## src/rtl/ttl_74f259_sync.sv

```systemverilog
// Clocked 74F259 8-bit addressable latch: one data bit per edge into Q[{C,B,A}].
// Optional combinational readback port R is enabled by TTL_74F259_READBACK_EN.
module ttl_74f259_sync #(
  parameter logic [7:0] RESET_VAL = 8'h00
) (
  input  logic       clk,
  input  logic       reset_n,
  input  logic       D,
  input  logic       A,
  input  logic       B,
  input  logic       C,
  input  logic       G,
  input  logic       CLR,
  output logic [7:0] Q,
`ifdef TTL_74F259_READBACK_EN
  output logic       WR,
  output logic       R
`else
  output logic       WR
`endif
);

  localparam int unsigned W     = 8;
  localparam int unsigned SEL_W = 3;

  logic [SEL_W-1:0] sel;
  logic [W-1:0]     q_d, q_q;
  logic             chg_d, chg_q;
  logic             wr_q;

  assign sel = {C, B, A};

  // Mode decode from {CLR,G}: latch, memory, demux, clear.
  always_comb begin
    q_d = q_q;
    case ({CLR, G})
      2'b10: q_d[sel] = D;
      2'b11: q_d = q_q;
      2'b00: begin
        q_d      = '0;
        q_d[sel] = D;
      end
      2'b01: q_d = '0;
      default: q_d = q_q;
    endcase
  end

  assign chg_d = (q_d != q_q);

  // chg_q marks the edge where Q moved; WR is that flag delayed one more edge.
  always_ff @(posedge clk or negedge reset_n) begin
    if (!reset_n) begin
      q_q   <= RESET_VAL;
      chg_q <= 1'b0;
      wr_q  <= 1'b0;
    end else begin
      q_q   <= q_d;
      chg_q <= chg_d;
      wr_q  <= chg_q;
    end
  end

  assign Q  = q_q;
  assign WR = wr_q;

`ifdef TTL_74F259_READBACK_EN
  assign R = q_q[sel];
`endif

endmodule
```

## config.mk

```make
export PLATFORM = sky130hd
export DESIGN_NAME = ttl_74f259_sync
export DESIGN_NICKNAME = d
export VERILOG_FILES = /design/src/rtl/ttl_74f259_sync.sv
export SDC_FILE = /design/constraint.sdc
export NUM_CORES = 1
export LEC_CHECK = 0
export CORE_UTILIZATION = 47
export DETAILED_ROUTE_END_ITERATION = 16
export PLACE_DENSITY_LB_ADDON = 0.25
export SLEW_MARGIN = 20
export SYNTH_ARGS = -nofsm -noshare
export SYNTH_HDL_FRONTEND = slang
export SYNTH_SLANG_ARGS = --single-unit
```

## constraint.sdc

```tcl
create_clock -name clk -period 2 [get_ports clk]
set_input_delay 0.2 -clock clk [delete_from_list [all_inputs] [get_ports clk]]
set_output_delay 0.2 -clock clk [all_outputs]
set_load 0.005 [all_outputs]
```

==> flow_summary.toml, run 1 <==
[route]
drt-wirelength-per-cell_um = 14.0
top_layer = "met4"
residual_antenna_violating_net_count_after_detailed_routing = 0
drt_pre_antenna_iters = 4
via_count = 789
first_drt_iteration_drcs = 35
routed_wl_um = 1830
met3_wirelength_um = 109
m1WireLength_um = 799
detail_route.drc_violations = 0
vias_per_cell = 6.02
dr_wl_met2_um = 883

[grt]
grt_pass1_vias = 734
number_of_antenna_violations_at_the_first_check_in_global_routing = 0
wire_length_of_the_first_global_routing_pass_um = 2990
grt_usage_pct = 27.6
globalRouteOverflowTotal = 0
maximum_number_of_pins_on_one_net_before_global_route_repair = 16

[logic_synthesis]
synthesized_area_fraction_occupied_by_xor_and_xnor_cells_pct = 0
synthMuxAreaShare_pct = 4.21
post_syn_area_um2 = 713
synth-simple-area-share_pct = 34.9
ys_types = 30
ys_ff_latch = 10
syn-num-nets = 97
main_combinational_cell_family_by_area_after_synthesis = "simple AND/OR/NAND/NOR gates"
netlist_instances = 89
synth_compound_gate_area_share_pct = 19.3
synth_adder_area_share_pct = 0
syn_avg_cell_area_um2 = 8.01
ys_warn_count = 0
seq_area_frac_synth_pct = 35.1

[sta]
setup_total_neg_slack_ps = 0
min_period_over_period_pct = 95.8
tightest_slew_ps = 476
timing.final.crit_period_ps = 1920
grt_setup_unrepaired = "no"
hold_viol_final = 0
final-setup-viol-count = 0
number_of_pins_with_negative_max_slew_slack_in_the_final_report = 0
max_slew_margin_pct = 68.2
worst_clock_skew_ps = 8.04
fmaxAchievable_mhz = 522

[final_layout]
num_antenna_cells = 0
fillers = 104
stdcell_count = 131
regArea_um2 = 250
post_route_cells_drive_above_1_share_pct = 18.1
layout.nets = 125
multiInputGateArea_um2 = 420
areaGrowthSynthToFinish_pct = 39.3

[pwr]
vdd_drop_max_mv = 0.332
p_leak_nw = 0.424
p_switching_w = 0.000148
comb_power_share_pct = 21.7
sw_share_pct = 27.7
seq_power_share_pct = 41.8
clock_power_share_pct = 36.5
total_power_w = 0.000534
power.density_cell_area_nw_per_um2 = 537
intPower_w = 0.000386

[die]
fp.coreArea_um2 = 1350
io_pins = 17
initial_standard_cell_utilization_of_the_core_pct = 52.8
die_width_um = 41.0
floorplan_die_area_um2 = 1680
std_cell_rows = 13
die_h_um = 41.0

[status]
status = "finished clean"

[clock_tree]
worst_skew_pair.late_latency_ps = 280
clockRootBuffer = "clkbuf_4"
cts-buffers-inserted = 3
cts.path.max_buffers = 2
clock_pin_slew_on_the_worst_setup_and_hold_paths_ps = 80
cts_tree = "yes"
post_cts_buffers = 0
cts-htree-levels = 1
clock-sinks = 10

[setup_path]
element_type_at_the_critical_path_end = "flop"
worst_ep_arrival_time_ps = 2070
crit_type = "primary input to flop"
worst_setup_path_start_kind = "primary input"
critical_path_peak_fanout = 3
data_required_time_at_the_worst_endpoint_ps = 2150
ff2ff_setup_slack_ps = 290

[flow_run]
drv_cap = 0

[placed_design]
numPlacedInstances = 127
gp_congestion = 0.904
dp_hpwl_um = 1300
numPortBuffers = 16

[min_path]
min_path_type = "primary input to async pin"
## Yosys cell counts
master     n  area, µm²
a211oi_1   2       15.0
a21oi_1    6       30.0
a22oi_2    1       12.5
a311oi_1   1       8.76
and2b_1    1       7.51
and3b_1    1       8.76
buf_2      1       5.00
buf_6      1       11.3
clkbuf_1   4       15.0
clkbuf_4   1       7.51
dfrtp_1   10        250
inv_1      2       7.51
mux2i_1    3       30.0
nand2_1    9       33.8
nand2b_1   2       12.5
nand3_1    6       30.0
nand3b_1   2       15.0
nor2_1     7       26.3
nor2b_1    2       12.5
nor3_1     5       25.0
nor4_1     1       6.26
nor4b_1    1       8.76
nor4bb_1   2       20.0
o21ai_0   10       50.1
o22ai_1    2       12.5
o311ai_0   1       8.76
or3_1      1       6.26
or4_1      2       15.0
or4_4      1       11.3
or4b_1     1       10.0
## sequential cells by signal (all words and copies together), names as in the netlist
name   count
chg_q      1
Q          8
WR         1
## cell families (layout without fill, tap and decap cells)
kind of cell	Yosys count	in the layout
AND/OR/NAND/NOR	44	44
flip-flops	10	10
buffers and inverters	9	36
AO/OA/AOI/OAI	23	23
multiplexers	3	3
## area by class of cell
cell class / count / area share, %
Clock buffer: 4 / 3.65
Inverter: 2 / 0.756
Timing Repair Buffer: 30 / 26.2
Multi-Input combinational cell: 70 / 42.3
Sequential cell: 10 / 25.2
Tap cell: 15 / 1.89
## path summary, 6_finish.rpt
path | startpoint | to | cells past startpoint
min in group clk | chg_q | WR | 0
max in group asynchronous | reset_n | Q[1] | 1
worst max register to register | Q[2] | chg_q | 4
worst min register to register | chg_q | WR | 0
worst max-delay path | B | chg_q | 6
worst min-delay path | reset_n | chg_q | 1
## through the flow
stage / hold WS [ps] / setup WS [ps] / utilization (%) / cell area [µm²]
4_1_cts: 268 / 72.4 / 73.6 / 993
5_1_grt: 275 / 15.1 / 73.6 / 993
2_1_floorplan: -95.6 / 40.3 / - / 714
6_report: 239 / 84.9 / 73.6 / 993
3_5_place_dp: 340 / -392 / 71.0 / 958
3_3_place_gp: 349 / -357 / 71.0 / 958
## cell usage in the layout (no fill, tap or decap)
cell	synthesis	final
buf_4	0	14
a211oi_1	2	2
and2b_1	1	1
nor4_1	1	1
nand2_1	9	9
inv_1	2	2
a311oi_1	1	1
mux2i_1	3	3
a22oi_2	1	1
o21ai_0	10	10
or4b_4	0	1
or4_1	2	2
or3_1	1	1
nor2_1	7	7
or4_4	1	1
o22ai_1	2	2
nor4bb_1	2	2
o311ai_0	1	1
a21oi_1	6	6
and3b_1	1	1
nand2b_1	2	2
dlygate4sd2_1	0	4
dfrtp_1	10	10
nor3_1	5	5
nand3_1	6	6
clkdlybuf4s50_1	0	12
nand3b_1	2	2
nor2b_1	2	2
clkbuf_8	0	1
nor4b_1	1	1
clkbuf_4	1	3
## power by group through the flow
stage | clock network [W] | registers [W] | logic [W]
after floorplan | 0 | 0.000226 | 0.0000545
final | 0.000195 | 0.000223 | 0.000116
after detailed placement | 0 | 0.000227 | 0.000117
after global placement | 0 | 0.000227 | 0.000114
after CTS | 0.000195 | 0.000223 | 0.000115
after global routing | 0.000208 | 0.000225 | 0.000127
## critical path, cell delays in order
cell,delay [ps]
dlygate4sd2_1,250
or4_4,540
a22oi_2,160
nor2_1,50
or4_1,460
or4_1,410
## layer usage
layer,vias up,global-route usage (%)
met5,-,0
met4,0,13.3
met3,8,9.78
met2,35,43.0
met1,363,33.3
li1,383,-
## timing repair
item                                    4_1_cts  5_1_grt
hold buffers                                  0        0
endpoints found under the setup margin        1        0
gates resized for setup                       5        0
(Power assumes the default switching activity.)
==> run 2: changes to the inputs <==
--- a/config.mk
+++ b/config.mk
@@ -8,6 +8,7 @@
 export CORE_UTILIZATION = 47
 export DETAILED_ROUTE_END_ITERATION = 16
 export PLACE_DENSITY_LB_ADDON = 0.25
+export REMOVE_ABC_BUFFERS = 1
 export SLEW_MARGIN = 20
 export SYNTH_ARGS = -nofsm -noshare
 export SYNTH_HDL_FRONTEND = slang
==> run 2 against run 1 <==
Against the previous run:
- critical path depth did not move
- total power up 1.1%
- non-clock buffer count is 2 higher
- first-iteration DRC count grew 40%
- register-to-register slack lost 180 ps
- sequential cell count is the same
- global-route usage up 0.92 points
- sequential power hardly changed
- core utilization unchanged
==> flow_summary.toml, run 2 (synthesis results as in run 1) <==
[grt]
grt_usage_pct = 28.5
grt_pass1_vias = 720
wire_length_of_the_first_global_routing_pass_um = 3090
number_of_antenna_violations_at_the_first_check_in_global_routing = 0
maximum_number_of_pins_on_one_net_before_global_route_repair = 15
globalRouteOverflowTotal = 0

[sta]
worst_clock_skew_ps = 4.57
tightest_slew_ps = 488
final-setup-viol-count = 0
hold_viol_final = 0
min_period_over_period_pct = 98.6
fmaxAchievable_mhz = 507
number_of_pins_with_negative_max_slew_slack_in_the_final_report = 0
hold_ws_ps = 246
grt_setup_unrepaired = "no"
max_slew_margin_pct = 67.4
timing.final.crit_period_ps = 1970

[die]
std_cell_rows = 13
die_h_um = 41.0
initial_standard_cell_utilization_of_the_core_pct = 52.8
floorplan_die_area_um2 = 1680
fp.coreArea_um2 = 1350
io_pins = 17
die_width_um = 41.0

[route]
drt-wirelength-per-cell_um = 15.4
routed_wl_um = 2050
detail_route.drc_violations = 0
residual_antenna_violating_net_count_after_detailed_routing = 0
via_count = 826
first_drt_iteration_drcs = 49
drt_pre_antenna_iters = 4
vias_per_cell = 6.21

[pwr]
sw_share_pct = 28.4
total_power_w = 0.000539
comb_power_share_pct = 22.2
vdd_drop_max_mv = 0.335
seq_power_share_pct = 41.5
clock_power_share_pct = 36.3
intPower_w = 0.000386
p_switching_w = 0.000153
power.density_cell_area_nw_per_um2 = 543
p_leak_nw = 0.429

[flow_run]
drv_cap = 0

[setup_path]
crit_path_frequent_cell = "or4_1"
cp_num_buf_inv = 1
data_required_time_at_the_worst_endpoint_ps = 2150
critPathCapture = "chg_q"
worst_setup_path_start_kind = "primary input"
critical_path.reg2reg.endpoint = "chg_q"
reg2reg_depth = 4
critical_path.cell_chain = "buf_2 -> or4_4 -> a22oi_2 -> nor2_1 -> or4_1 -> or4_1"
cell_family_with_the_largest_share_of_critical_path_delay = "simple AND/OR/NAND/NOR gates"
cp-startpoint = "A"
cpPeakStageDelay_ps = 550
critPathSlowestCell = "or4_1"
regToRegStartpoint = "Q[2]"
critical_path_peak_fanout = 5
worstSetupPathDepth = 6
worst_ep_arrival_time_ps = 2120
ff2ff_setup_slack_ps = 110
crit_type = "primary input to flop"
element_type_at_the_critical_path_end = "flop"

[final_layout]
post_route_cells_drive_above_1_share_pct = 22.9
stdcell_count = 133
layout.nets = 127
layout.cells.most_common = "buf_4"
fillers = 111
flip_flop_count_of_the_largest_register_after_layout = 8
final_design_area_no_fill_um2 = 993
num_antenna_cells = 0
layout.cells.most_common_list = "buf_4, clkdlybuf4s50_1, dfrtp_1, o21ai_0, nand2_1"
postLayoutCoreUtil_pct = 73.6
areaGrowthSynthToFinish_pct = 39.3

[clock_tree]
clock-sinks = 10
cts-buffers-inserted = 3
cts_tree = "yes"
worst_skew_pair.late_latency_ps = 280
clockRootBuffer = "clkbuf_4"
cts-htree-levels = 1
cts.path.max_buffers = 2
clock_pin_slew_on_the_worst_setup_and_hold_paths_ps = 80
cts_hold_buffers = 0

[status]
status = "finished clean"

[placed_design]
numPortBuffers = 16
dp_hpwl_um = 1480
placement.cell_area_um2 = 973
gp_congestion = 0.908
numPlacedInstances = 129

[min_path]
min_path_type = "primary input to async pin"
==> run 2: changes by cell type in the layout (fill, tap and decap cells not counted), sizes merged <==
cell,previous run,this run
buf,14,17
dlygate4sd2,4,0
clkbuf,4,7
==> run 2: metal layers <==
metal  vias to the layer above  global-route usage [%]  share of wire [%]
met5                         -                       0                  0
li1                        386                       -                  -
met4                         0                    9.17                1.8
met3                         7                    5.43                9.3
met1                       379                    34.1                 41
met2                        54                    50.4                 48
==> run 2: final cells by class <==
type / count / area [µm²] / area share, %
clock buffer: 4 / 36.3 / 3.65
inverter: 2 / 7.51 / 0.756
multi-input combinational: 70 / 420 / 42.3
sequential: 10 / 250 / 25.2
tap: 15 / 18.8 / 1.89
timing repair buffer: 32 / 260 / 26.2
==> run 2: timing repair <==
action / CTS / global route
cloned: 0 / 0
endpoints found under the setup margin: 1 / 1
pin swaps: 5 / 4
gates resized for setup: 9 / 6
setup buffers: 0 / 0
==> run 2: worst min-delay path by stage <==
stage,slack (ps),endpoint
floorplan,-100,Q[0]
global placement,360,WR
detailed placement,360,WR
CTS,260,Q[3]
global route,290,chg_q
finish,250,chg_q
==> run 2: stage by stage <==
stage | setup TNS [ps] | setup slack, ps
after detailed placement | -652 | -652
after global routing | 0 | 8.41
after floorplan | -43.6 | -43.6
after CTS | 0 | 12.5
final | 0 | 28.0
after global placement | -552 | -552
==> run 2: power by group through the flow <==
stage                     clock [W]  sequential, W  combinational [W]
after floorplan                   0       0.000226          0.0000367
after global placement            0       0.000227           0.000117
after detailed placement          0       0.000228           0.000121
after CTS                  0.000194       0.000224           0.000120
after global routing       0.000201       0.000226           0.000130
final                      0.000196       0.000224           0.000120
==> run 3: changes to the inputs <==
--- a/config.mk
+++ b/config.mk
@@ -5,7 +5,7 @@
 export SDC_FILE = /design/constraint.sdc
 export NUM_CORES = 1
 export LEC_CHECK = 0
-export CORE_UTILIZATION = 47
+export CORE_UTILIZATION = 34
 export DETAILED_ROUTE_END_ITERATION = 16
 export PLACE_DENSITY_LB_ADDON = 0.25
 export REMOVE_ABC_BUFFERS = 1
==> run 3 against run 2 <==
Against the previous run:
- sequential cell count unchanged
- combinational power increased by 3%
- largest cell class unchanged
- wire length increased by 5.8%
- first-iteration DRC count decreased by 29%
- cell count increased by 11%
- register-to-register slack improved by 160 ps
- global-route usage decreased by 7.0 points
- via count decreased by 1.7%
- clock skew increased by 9.5 ps
==> flow_summary.toml, run 3 (synthesis results as in run 1) <==
[status]
status = "finished clean"

[flow_run]
drv_cap = 0

[die]
floorplan_die_area_um2 = 2280
io_pins = 17
die_width_um = 47.8
initial_standard_cell_utilization_of_the_core_pct = 36.4
fp.coreArea_um2 = 1960
std_cell_rows = 16
die_h_um = 47.8

[pwr]
p_leak_nw = 0.445
seq_power_share_pct = 41.7
vdd_drop_max_mv = 0.309
p_switching_w = 0.000146
intPower_w = 0.000391
sw_share_pct = 27.2
comb_power_share_pct = 23.2
clock_power_share_pct = 35.2
total_power_w = 0.000537
power.density_cell_area_nw_per_um2 = 513

[route]
first_drt_iteration_drcs = 35
via_count = 812
detail_route.drc_violations = 0
residual_antenna_violating_net_count_after_detailed_routing = 0
drt-wirelength-per-cell_um = 14.7
drt_pre_antenna_iters = 4
vias_per_cell = 5.49
routed_wl_um = 2170

[final_layout]
flip_flop_count_of_the_largest_register_after_layout = 8
postLayoutCoreUtil_pct = 53.4
areaGrowthSynthToFinish_pct = 46.8
post_route_cells_drive_above_1_share_pct = 24.0
layout.nets = 130
num_antenna_cells = 0
fillers = 203
layout.cells.most_common = "buf_4"
layout.cells.most_common_list = "buf_4, clkdlybuf4s50_1, dfrtp_1, o21ai_0, nand2_1"

[placed_design]
numPortBuffers = 16
pre_cts_ws_ps = -573
dp_hpwl_um = 1570
gp_congestion = 0.849

[sta]
fmaxAchievable_mhz = 523
tightest_slew_ps = 469
final-setup-viol-count = 0
hold_viol_final = 0
max_slew_margin_pct = 68.6
final_critical_path_setup_slack_ps = 88.0
worst_clock_skew_ps = 14.1
timing.final.crit_period_ps = 1910
grt_setup_unrepaired = "no"
number_of_pins_with_negative_max_slew_slack_in_the_final_report = 0
min_period_over_period_pct = 95.6

[clock_tree]
cts-htree-levels = 1
cts-buffers-inserted = 3
cts_hold_buffers = 0
cts.path.max_buffers = 2
clockRootBuffer = "clkbuf_4"
clock_pin_slew_on_the_worst_setup_and_hold_paths_ps = 80
cts_tree = "yes"
worst_skew_pair.late_latency_ps = 270
clock-sinks = 10

[grt]
wire_length_of_the_first_global_routing_pass_um = 3400
maximum_number_of_pins_on_one_net_before_global_route_repair = 12
globalRouteOverflowTotal = 0
grt_usage_pct = 21.6
number_of_antenna_violations_at_the_first_check_in_global_routing = 0
grt_pass1_vias = 783

[setup_path]
element_type_at_the_critical_path_end = "flop"
regToRegStartpoint = "Q[4]"
crit_type = "primary input to flop"
cpPeakStageDelay_ps = 550
critical_path.cell_chain = "clkdlybuf4s15_2 -> or4_4 -> a22oi_2 -> nor2_1 -> or4_1 -> or4_1"
reg2reg_depth = 5
worst_ep_arrival_time_ps = 2060
critPathSlowestCell = "or4_4"
ff2ff_setup_slack_ps = 270
crit_path_frequent_cell = "or4_1"
critical_path_peak_fanout = 4
worst_setup_path_start_kind = "primary input"
critical_path.reg2reg.endpoint = "chg_q"
data_required_time_at_the_worst_endpoint_ps = 2150

[min_path]
min_path_type = "primary input to async pin"
run 3: cell types whose count changed in the layout (fill, tap and decap cells not counted), sizes merged:
cell	change
clkdlybuf4s15	+2
clkbuf	-2
buf	+2
dlygate4sd2	+1
run 3: metrics by stage:
step	setup TNS, ps	instances	hold slack [ps]	instance area [µm²]
after floorplan	-43.6	82	-95.6	674
after global placement	-534	144	363	1010
after detailed placement	-573	144	365	1010
after CTS	0	148	257	1050
after global routing	0	148	303	1050
final	0	148	242	1050
run 3: repair_timing:
item                       CTS  global route
pin swaps                    2             3
hold endpoints to repair     0             0
gates resized for setup     10             1
setup endpoints to repair    1             1
buffers inserted             0             0
run 3: worst max-delay path by stage:
stage,from,to,slack [ps],depth (start not counted)
2_1_floorplan,A,chg_q,-40,5
3_3_place_gp,A,chg_q,-530,6
3_5_place_dp,A,chg_q,-570,6
4_1_cts,G,chg_q,0.1,6
5_1_grt,C,chg_q,40,6
6_report,C,chg_q,90,6
run 3: power groups by stage:
| stage | logic, W | clock network, W | registers (W) |
|---|---|---|---|
| floorplan | 0.0000367 | 0 | 0.000226 |
| global placement | 0.000123 | 0 | 0.000228 |
| detailed placement | 0.000123 | 0 | 0.000228 |
| CTS | 0.000123 | 0.000194 | 0.000224 |
| global route | 0.000136 | 0.000204 | 0.000225 |
| finish | 0.000124 | 0.000189 | 0.000224 |
run 3: per-layer routing:
metal	up-vias	global-route usage (%)	share of wire [%]
met2	43	36.5	49
met3	6	3.40	6.2
met1	374	28.3	44
met4	0	6.11	1.2
met5	-	0	0
li1	389	-	-
run 3: cell type report:
cell class | count | area, µm² | share of cell area (%)
clock buffer | 4 | 36.3 | 3.46
sequential | 10 | 250 | 23.9
inverter | 2 | 7.51 | 0.717
timing repair buffer | 35 | 299 | 28.6
tap | 27 | 33.8 | 3.23
multi-input combinational | 70 | 420 | 40.1
run 3: worst max-delay path, delay by kind of cell:
kind / cells / cell delay [ps]
AND/OR/NAND/NOR: 4 / 1450
AO/OA/AOI/OAI: 1 / 200
buffers and inverters: 1 / 210
